==> src/rtl/mul_seq_ctrl_pkg.sv <==
// Shared definitions for the EX-stage multiply sequencer: ALU control codes,
// sequencer state encoding and a counter-width helper.
package mul_seq_ctrl_pkg;

    localparam logic [3:0] ALU_OP_ADD = 4'b0000;
    localparam logic [3:0] ALU_OP_SUB = 4'b0001;
    localparam logic [3:0] ALU_OP_SLL = 4'b0010;
    localparam logic [3:0] ALU_OP_MUL = 4'b0011;
    localparam logic [3:0] ALU_OP_AND = 4'b0100;
    localparam logic [3:0] ALU_OP_OR  = 4'b0101;
    localparam logic [3:0] ALU_OP_XOR = 4'b0110;
    localparam logic [3:0] ALU_OP_SRL = 4'b0111;

    localparam logic [1:0] MS_IDLE = 2'd0;
    localparam logic [1:0] MS_BUSY = 2'd1;
    localparam logic [1:0] MS_DONE = 2'd2;

    // A single-iteration multiply still needs a 1-bit counter.
    function automatic int unsigned cnt_width(input int unsigned n);
        return (n > 1) ? $clog2(n) : 1;
    endfunction

endpackage

==> src/rtl/mul_seq_ctrl_shift_add_dp.sv <==
// Shift-add multiplier datapath: accumulator, shifting multiplicand/multiplier
// and a BPC-deep partial-product adder chain, all modulo 2^WIDTH.
module mul_shift_add_dp
    import mul_seq_ctrl_pkg::*;
#(
    parameter int unsigned WIDTH = 32,
    parameter int unsigned BPC   = 1
) (
    input  logic             clk,
    input  logic             rst,
    input  logic             load,
    input  logic             step,
    input  logic [WIDTH-1:0] src1,
    input  logic [WIDTH-1:0] src2,
    output logic [WIDTH-1:0] acc,
    output logic             mplier_zero
);

    logic [WIDTH-1:0] mcand;
    logic [WIDTH-1:0] mplier;
    logic [WIDTH-1:0] acc_sum;
    logic [WIDTH-1:0] mplier_next;

    always_comb begin
        acc_sum = acc;
        for (int unsigned i = 0; i < BPC; i++) begin
            if (mplier[i]) begin
                acc_sum = acc_sum + (mcand << i);
            end
        end
        mplier_next = mplier >> BPC;
        // Reflects the multiplier after this step's shift, so early exit
        // can be decided on the same edge that retires the last set bits.
        mplier_zero = (mplier_next == '0);
    end

    always_ff @(posedge clk) begin
        if (rst) begin
            acc    <= '0;
            mcand  <= '0;
            mplier <= '0;
        end else if (load) begin
            acc    <= '0;
            mcand  <= src1;
            mplier <= src2;
        end else if (step) begin
            acc    <= acc_sum;
            mcand  <= mcand << BPC;
            mplier <= mplier_next;
        end
    end

endmodule

==> src/rtl/mul_seq_ctrl.sv <==
// EX-stage sequencer for the iterative MUL: stalls the pipeline while the
// shift-add datapath runs, then presents the low WIDTH product bits for one cycle.
module mul_seq_ctrl
    import mul_seq_ctrl_pkg::*;
#(
    parameter int unsigned WIDTH      = 32,
    parameter int unsigned BPC        = 1,
    parameter bit          EARLY_TERM = 1'b0
) (
    input  logic             clk_i,
    input  logic             rst_i,
    input  logic             start_i,
    input  logic             flush_i,
    input  logic [WIDTH-1:0] src1_i,
    input  logic [WIDTH-1:0] src2_i,
    output logic             stall_o,
    output logic             busy_o,
    output logic             done_o,
    output logic [WIDTH-1:0] result_o
);

    localparam int unsigned N  = WIDTH / BPC;
    localparam int unsigned CW = cnt_width(N);

    logic [1:0]       state;
    logic [CW-1:0]    count;
    logic [WIDTH-1:0] acc;
    logic [WIDTH-1:0] result_q;
    logic             mplier_zero;
    logic             load;
    logic             step;
    logic             last_iter;

    mul_shift_add_dp #(
        .WIDTH (WIDTH),
        .BPC   (BPC)
    ) u_dp (
        .clk         (clk_i),
        .rst         (rst_i),
        .load        (load),
        .step        (step),
        .src1        (src1_i),
        .src2        (src2_i),
        .acc         (acc),
        .mplier_zero (mplier_zero)
    );

    always_comb begin
        load      = (state == MS_IDLE) & start_i & ~flush_i & ~rst_i;
        step      = (state == MS_BUSY) & ~flush_i & ~rst_i;
        last_iter = (count == CW'(N - 1)) | (EARLY_TERM & mplier_zero);
        busy_o    = (state == MS_BUSY);
        done_o    = (state == MS_DONE) & ~flush_i & ~rst_i;
        // The held output register only refreshes on a real done pulse, so a
        // flushed DONE leaves result_o at the previous product.
        result_o  = done_o ? acc : result_q;
        stall_o   = 1'b0;
        if (!rst_i) begin
            case (state)
                MS_IDLE: stall_o = start_i & ~flush_i;
                MS_BUSY: stall_o = 1'b1;
                default: stall_o = 1'b0;
            endcase
        end
    end

    always_ff @(posedge clk_i) begin
        if (rst_i) begin
            state    <= MS_IDLE;
            count    <= '0;
            result_q <= '0;
        end else begin
            if (done_o) begin
                result_q <= acc;
            end
            if (flush_i) begin
                state <= MS_IDLE;
            end else begin
                case (state)
                    MS_IDLE: begin
                        if (start_i) begin
                            state <= MS_BUSY;
                            count <= '0;
                        end
                    end
                    MS_BUSY: begin
                        count <= count + 1'b1;
                        if (last_iter) begin
                            state <= MS_DONE;
                        end
                    end
                    // start_i seen in DONE is the retiring instruction itself.
                    MS_DONE: state <= MS_IDLE;
                    default: state <= MS_IDLE;
                endcase
            end
        end
    end

endmodule

==> config.mk <==
export PLATFORM = sky130hd
export DESIGN_NAME = mul_seq_ctrl
export DESIGN_NICKNAME = d
export VERILOG_FILES = /design/src/rtl/mul_seq_ctrl_pkg.sv /design/src/rtl/mul_seq_ctrl_shift_add_dp.sv /design/src/rtl/mul_seq_ctrl.sv
export SDC_FILE = /design/constraint.sdc
export NUM_CORES = 1
export LEC_CHECK = 0
export BUFFER_PORTS_ARGS = -buffer_cell sky130_fd_sc_hd__buf_4
export CAP_MARGIN = 10
export CORE_AREA = 2 2 136 164
export CTS_CLUSTER_SIZE = 25
export DETAILED_ROUTE_END_ITERATION = 6
export DIE_AREA = 0 0 138 166
export GPL_TIMING_DRIVEN = 1
export HOLD_SLACK_MARGIN = 0.02
export SLEW_MARGIN = 0
export SYNTH_ARGS = -nofsm -noshare
export SYNTH_HDL_FRONTEND = slang
export SYNTH_HIERARCHICAL = 1
export SYNTH_SLANG_ARGS = --single-unit
==> constraint.sdc <==
create_clock -name clk_i -period 5.15 [get_ports clk_i]
set_input_delay 0.2575 -clock clk_i [delete_from_list [all_inputs] [get_ports clk_i]]
set_output_delay 0.2575 -clock clk_i [all_outputs]
set_load 0.03 [all_outputs]
* Word level (Yosys, flattened, before mapping)
Cells that the tools add are included.
** Operators by class
- Add/sub/neg operators :: 2
- Equal/unequal tests :: 5
- Muxes and demuxes :: 12
- Bitwise gates (word level) :: 10
- Reductions and logical operators :: 8
** Operators with widths (count)
- 2-to-1 mux 32 bit :: 5
- adder 32 bit :: 1
- case mux 5 bit (2 select lines) :: 1
- AND 1 bit :: 8
- adder 5 x 1 -> 5 bit, second input constant :: 1
- == test 5 bit, second input constant :: 1
- 2-to-1 mux 5 bit :: 1
- 2-to-1 mux 2 bit :: 2
- case mux 2 bit (2 select lines) :: 1
- AND reduction 2 bit :: 2
- nonzero test 2 bit :: 2
- OR reduction 2 bit :: 2
- AND reduction 3 bit :: 1
- == test 2 x 1 -> 1 bit, second input constant :: 1
- == test 2 bit, second input constant :: 1
- zero test 2 bit :: 1
- != test 2 x 1 -> 1 bit, second input constant :: 1
- != test 2 bit, second input constant :: 1
- NOT 1 bit :: 2
- case mux 1 bit (2 select lines) :: 1
- 2-to-1 mux 1 bit :: 1
** Storage, ports and cells
- Register bits :: 135

* Logic depth before layout (Yosys ltp)
- Word-level depth :: 5
- Depth in mapped cells :: 10
- Depth with buffers taken out :: 10

* Hierarchy
Netlist, hierarchy kept.
** By module, submodules not included
- mul_shift_add_dp :: times used 1, cells each 723, area an instance 5689.2 µm²
- mul_seq_ctrl :: times used 1, cells each 140, area an instance 1644.1 µm²

* Worst setup path after synthesis
No wires, ideal clock.
- Path type :: reg-to-reg
- From :: reg state[0]
- To :: reg u_dp.mcand[10]
- Library setup time :: 0.128 ns
- Data arrival time :: 2.757 ns
- Required time :: 5.022 ns
- Setup slack :: 2.266 ns
- Stages on the path, launching flop included :: 10
- Buffers on the path :: 3
- Period minus slack after synthesis :: 2.884 ns
- Path through :: dfxtp_1 buf_6 nor2b_1 nor3b_1 clkbuf_1 buf_1 mux2i_1 nor2_1 a21oi_1 nor2_1
** Between the ends
- Elaborated cells between the ends (all ways) :: 9
- Classes of those cells :: eq/ne: 1; mux: 1; bitwise: 5; reduce/logical: 2
** RTL lines
- from (decl) :: line mul_seq_ctrl.sv:25 : logic [1:0] state;
- from (signal assigned) :: line mul_seq_ctrl.sv:69 : state <= MS_IDLE;
- from (signal assigned) :: line mul_seq_ctrl.sv:77 : state <= MS_IDLE;
- from (signal assigned) :: line mul_seq_ctrl.sv:82 : state <= MS_BUSY;
- == test 2 x 1 -> 1 bit
- via busy_o :: line mul_seq_ctrl.sv:17 : output logic busy_o,
- AND 1 bit (2 in a row) :: line mul_seq_ctrl.sv:50 : step = (state == MS_BUSY) & ~flush_i & ~rst_i;
- via step :: line mul_seq_ctrl.sv:31 : logic step;
- nonzero test 2 bit (no line)
- to (signal assigned) :: line mul_seq_ctrl_shift_add_dp.sv:44 : mcand <= src1;
- to (signal assigned) :: line mul_seq_ctrl_shift_add_dp.sv:48 : mcand <= mcand << BPC;
- to (decl) :: line mul_seq_ctrl_shift_add_dp.sv:19 : logic [WIDTH-1:0] mcand;
The timed path passes the listed nets, and every way through them passes these cells.
A chain may end at the register's enable or synchronous reset.

* Worst setup path in the final report
- From :: reg state[0]
- To :: out result_o[16]
** Between the ends
- Longest elaborated chain between the ends :: 4
** RTL lines
- == test 2 bit :: line mul_seq_ctrl.sv:53 : done_o = (state == MS_DONE) & ~flush_i & ~rst_i;
- AND 1 bit (2 in a row) :: line mul_seq_ctrl.sv:53
- 2-to-1 mux 32 bit
- to (decl) :: line mul_seq_ctrl.sv:19 : output logic [WIDTH-1:0] result_o
Every way passes these cells.

==> impl_metrics.prom <==
# TYPE chip_impl_metric gauge
chip_impl_metric{name="grt_antenna_before_repair",unit=""} 0
chip_impl_metric{name="layout.cells.non_filler",unit=""} 1213
chip_impl_metric{name="max_slew.worst_pin.slew",unit="ns"} 1.03
chip_impl_metric{name="final_hpwl_from_detailed_placement",unit="um"} 12400
chip_impl_metric{name="worstSkewPairLatency",unit="ns"} 0.42
chip_impl_metric{name="finalInstanceArea",unit="um^2"} 8820
chip_impl_metric{name="dr.first_iter.drc_count",unit=""} 255
chip_impl_metric{name="seq_area",unit="um^2"} 2700
chip_impl_metric{name="via_per_inst",unit=""} 4.98
chip_impl_info{name="timing.setup.critical_path_class",value="flip-flop to output port"} 1
chip_impl_metric{name="cts_hold_buf",unit=""} 0
chip_impl_metric{name="grt_util_all_layers",unit="%"} 15.5
chip_impl_info{name="outcome",value="finished clean"} 1
chip_impl_metric{name="syn_avg_cell_area",unit="um^2"} 8.53
chip_impl_metric{name="clkTransAtPathRegs",unit="ns"} 0.06
chip_impl_metric{name="routabilityCongestion",unit=""} 0.887
chip_impl_info{name="clock_tree_from_tritoncts",value="built"} 1
chip_impl_metric{name="synthesis.instances",unit=""} 852
chip_impl_metric{name="cts.repair.resized",unit=""} 0
chip_impl_metric{name="grt_first_pass_wirelength",unit="um"} 29200
chip_impl_info{name="hold_path_class",value="primary input to flip-flop"} 1
chip_impl_metric{name="share_seq_of_total_power",unit="%"} 43.1
chip_impl_metric{name="worst_relative_slew_slack",unit="%"} 31.3
chip_impl_metric{name="dp_cells",unit=""} 1181
chip_impl_metric{name="crit_path_max_fanout",unit=""} 21
chip_impl_metric{name="synthesis.area",unit="um^2"} 7270
chip_impl_metric{name="rows",unit=""} 59
chip_impl_info{name="rsz0062_at_grt",value="false"} 1
chip_impl_metric{name="tns",unit="ns"} 0
chip_impl_metric{name="fillers",unit=""} 2162
chip_impl_metric{name="detail-route-antenna-nets",unit=""} 0
chip_impl_metric{name="fmax",unit="MHz"} 347
chip_impl_metric{name="multiInputGateArea",unit="um^2"} 4310
chip_impl_metric{name="clockBufferDepth",unit=""} 2
chip_impl_metric{name="totalPowerFinal",unit="mW"} 2.49
chip_impl_metric{name="fin_crit_sh",unit="%"} 56.0
chip_impl_metric{name="io_buffer_count",unit=""} 102
chip_impl_metric{name="placed_area",unit="um^2"} 8210
chip_impl_metric{name="post_drt_wl_per_cell",unit="um"} 14.5
chip_impl_metric{name="cts_sinks",unit=""} 135
chip_impl_metric{name="finClkSkew",unit="ns"} 0.0140
chip_impl_metric{name="die_y",unit="um"} 166
chip_impl_metric{name="maxSlewViolCount",unit=""} 0
chip_impl_metric{name="power.share.switching",unit="%"} 22.5
chip_impl_metric{name="first_global_vias",unit=""} 5887
chip_impl_metric{name="io-pin-count",unit=""} 103
chip_impl_metric{name="comb_power_share",unit="%"} 6.2
chip_impl_metric{name="core_region_area",unit="um^2"} 21400
chip_impl_metric{name="drv_cap",unit=""} 0
chip_impl_metric{name="cts_post_setup_buffers_inserted",unit=""} 0
chip_impl_metric{name="irDropWorstVdd",unit="V"} 0.000216
chip_impl_info{name="cts_root_buffer",value="sky130_fd_sc_hd__clkbuf_16"} 1
chip_impl_metric{name="setup_viol_count_final",unit=""} 0
chip_impl_metric{name="yosysWarnings",unit=""} 6
chip_impl_metric{name="hold_viol",unit=""} 0
chip_impl_metric{name="drcViolationCount",unit=""} 0
chip_impl_metric{name="syn_nets",unit=""} 954
chip_impl_metric{name="worst-endpoint-arrival",unit="ns"} 2.63
chip_impl_metric{name="area.growth.synth_to_final",unit="%"} 21.4
chip_impl_metric{name="final_net_count",unit=""} 1028
chip_impl_metric{name="dieArea",unit="um^2"} 22900
chip_impl_metric{name="pin_count_of_the_biggest_net_entering_global_routing",unit=""} 111
chip_impl_metric{name="wl",unit="um"} 17600
chip_impl_metric{name="power.clock.fraction",unit="%"} 50.7
chip_impl_metric{name="die-width",unit="um"} 138
chip_impl_metric{name="remaining_global_route_overflow",unit=""} 0
chip_impl_metric{name="starting_density_of_the_core",unit="%"} 34.0
chip_impl_metric{name="internal_power",unit="mW"} 1.93
chip_impl_metric{name="antennaDiodeCount",unit=""} 0
chip_impl_info{name="crit_path_end_kind",value="output port"} 1
chip_impl_metric{name="worstPathRequired",unit="ns"} 4.89
chip_impl_metric{name="htree_num_levels",unit=""} 4
chip_impl_metric{name="drt_first_pass_iters",unit=""} 4
chip_impl_metric{name="final_layout_size_suffix_gt1_share",unit="%"} 20.6
chip_impl_metric{name="cts_inserted_buffers",unit=""} 17
chip_impl_metric{name="total_switching_power",unit="uW"} 561
chip_impl_info{name="worstSetupStartpointType",value="flip-flop"} 1
chip_impl_metric{name="power-per-cell-area",unit="nW/um^2"} 282
chip_impl_metric{name="total_number_of_vias",unit=""} 6044
chip_impl_metric{name="standby_leakage_power",unit="nW"} 3.78
chip_impl_metric{name="final.min_clock_period",unit="ns"} 2.88
layout make-up:
type,count,share of cell area (%)
Clock buffer,20,5.29
Clock inverter,12,1.69
Inverter,9,0.383
Multi-Input combinational cell,654,48.9
Sequential cell,135,30.6
Tap cell,274,3.89
Timing Repair Buffer,109,9.27
cells in the final DEF (no fill, tap or decap), drive strengths merged, types with 6 or more instances in the layout:
master / n
nor2: 154
dfxtp: 135
a21oi: 109
buf: 109
nand2: 67
mux2i: 62
ha: 33
mux2: 32
and2b: 22
clkbuf: 20
o21ai: 17
a21o: 16
xnor2: 15
nor2b: 12
a211oi: 11
inv: 10
nor3: 9
xor2: 9
nand3: 8
nand4: 6
worst max-delay path: stages, from the launching register on:
cell                      delay (ns)
sky130_fd_sc_hd__dfxtp_1        0.38
sky130_fd_sc_hd__nor4b_4        0.81
sky130_fd_sc_hd__buf_4          0.43
sky130_fd_sc_hd__mux2_2         0.40
sky130_fd_sc_hd__buf_4          0.17
routing by layer:
layer	wire length, um	part of all wire [%]	track usage (%)
met1	8080	46	19.2
met2	8160	46	25.4
met3	1010	5.7	4.24
met4	365	2.1	6.21
met5	0	0	0
power groups by stage:
stage               logic (mW)  registers (mW)  clock network, mW
floorplan               0.0949            1.09                  0
global placement         0.154            1.10                  0
detailed placement       0.154            1.10                  0
CTS                      0.155            1.07               1.30
global route             0.172            1.08               1.35
finish                   0.153            1.07               1.26
path summary, 6_finish.rpt:
check	slack [ns]	start	to	cells past startpoint
min	0.06	src1_i[30]	u_dp/mcand[30]$_SDFFE_PP0P_	3
max	2.27	state[0]$_SDFFE_PP0P_	result_o[16]	4
max reg2reg	2.32	u_dp/acc[0]$_SDFFE_PP0P_	u_dp/acc[24]$_SDFFE_PP0P_	9
min reg2reg	0.48	u_dp/acc[0]$_SDFFE_PP0P_	u_dp/acc[0]$_SDFFE_PP0P_	2
through the flow:
step           hold WS (ns)  worst slack, ns  utilization [%]
3_3_place_gp          0.464             2.27             38.3
4_1_cts              0.0408             2.19             41.2
5_1_grt              0.0584             2.08             41.2
2_1_floorplan         0.396             2.27                -
6_report             0.0579             2.27             41.2
3_5_place_dp          0.470             2.25             38.3
registers in the layout, indices dropped and copies added, names as in the netlist:
name / count
count: 5
result_q: 32
state: 2
u_dp/acc: 32
u_dp/mcand: 32
u_dp/mplier: 32
(Power assumes the default switching activity.)
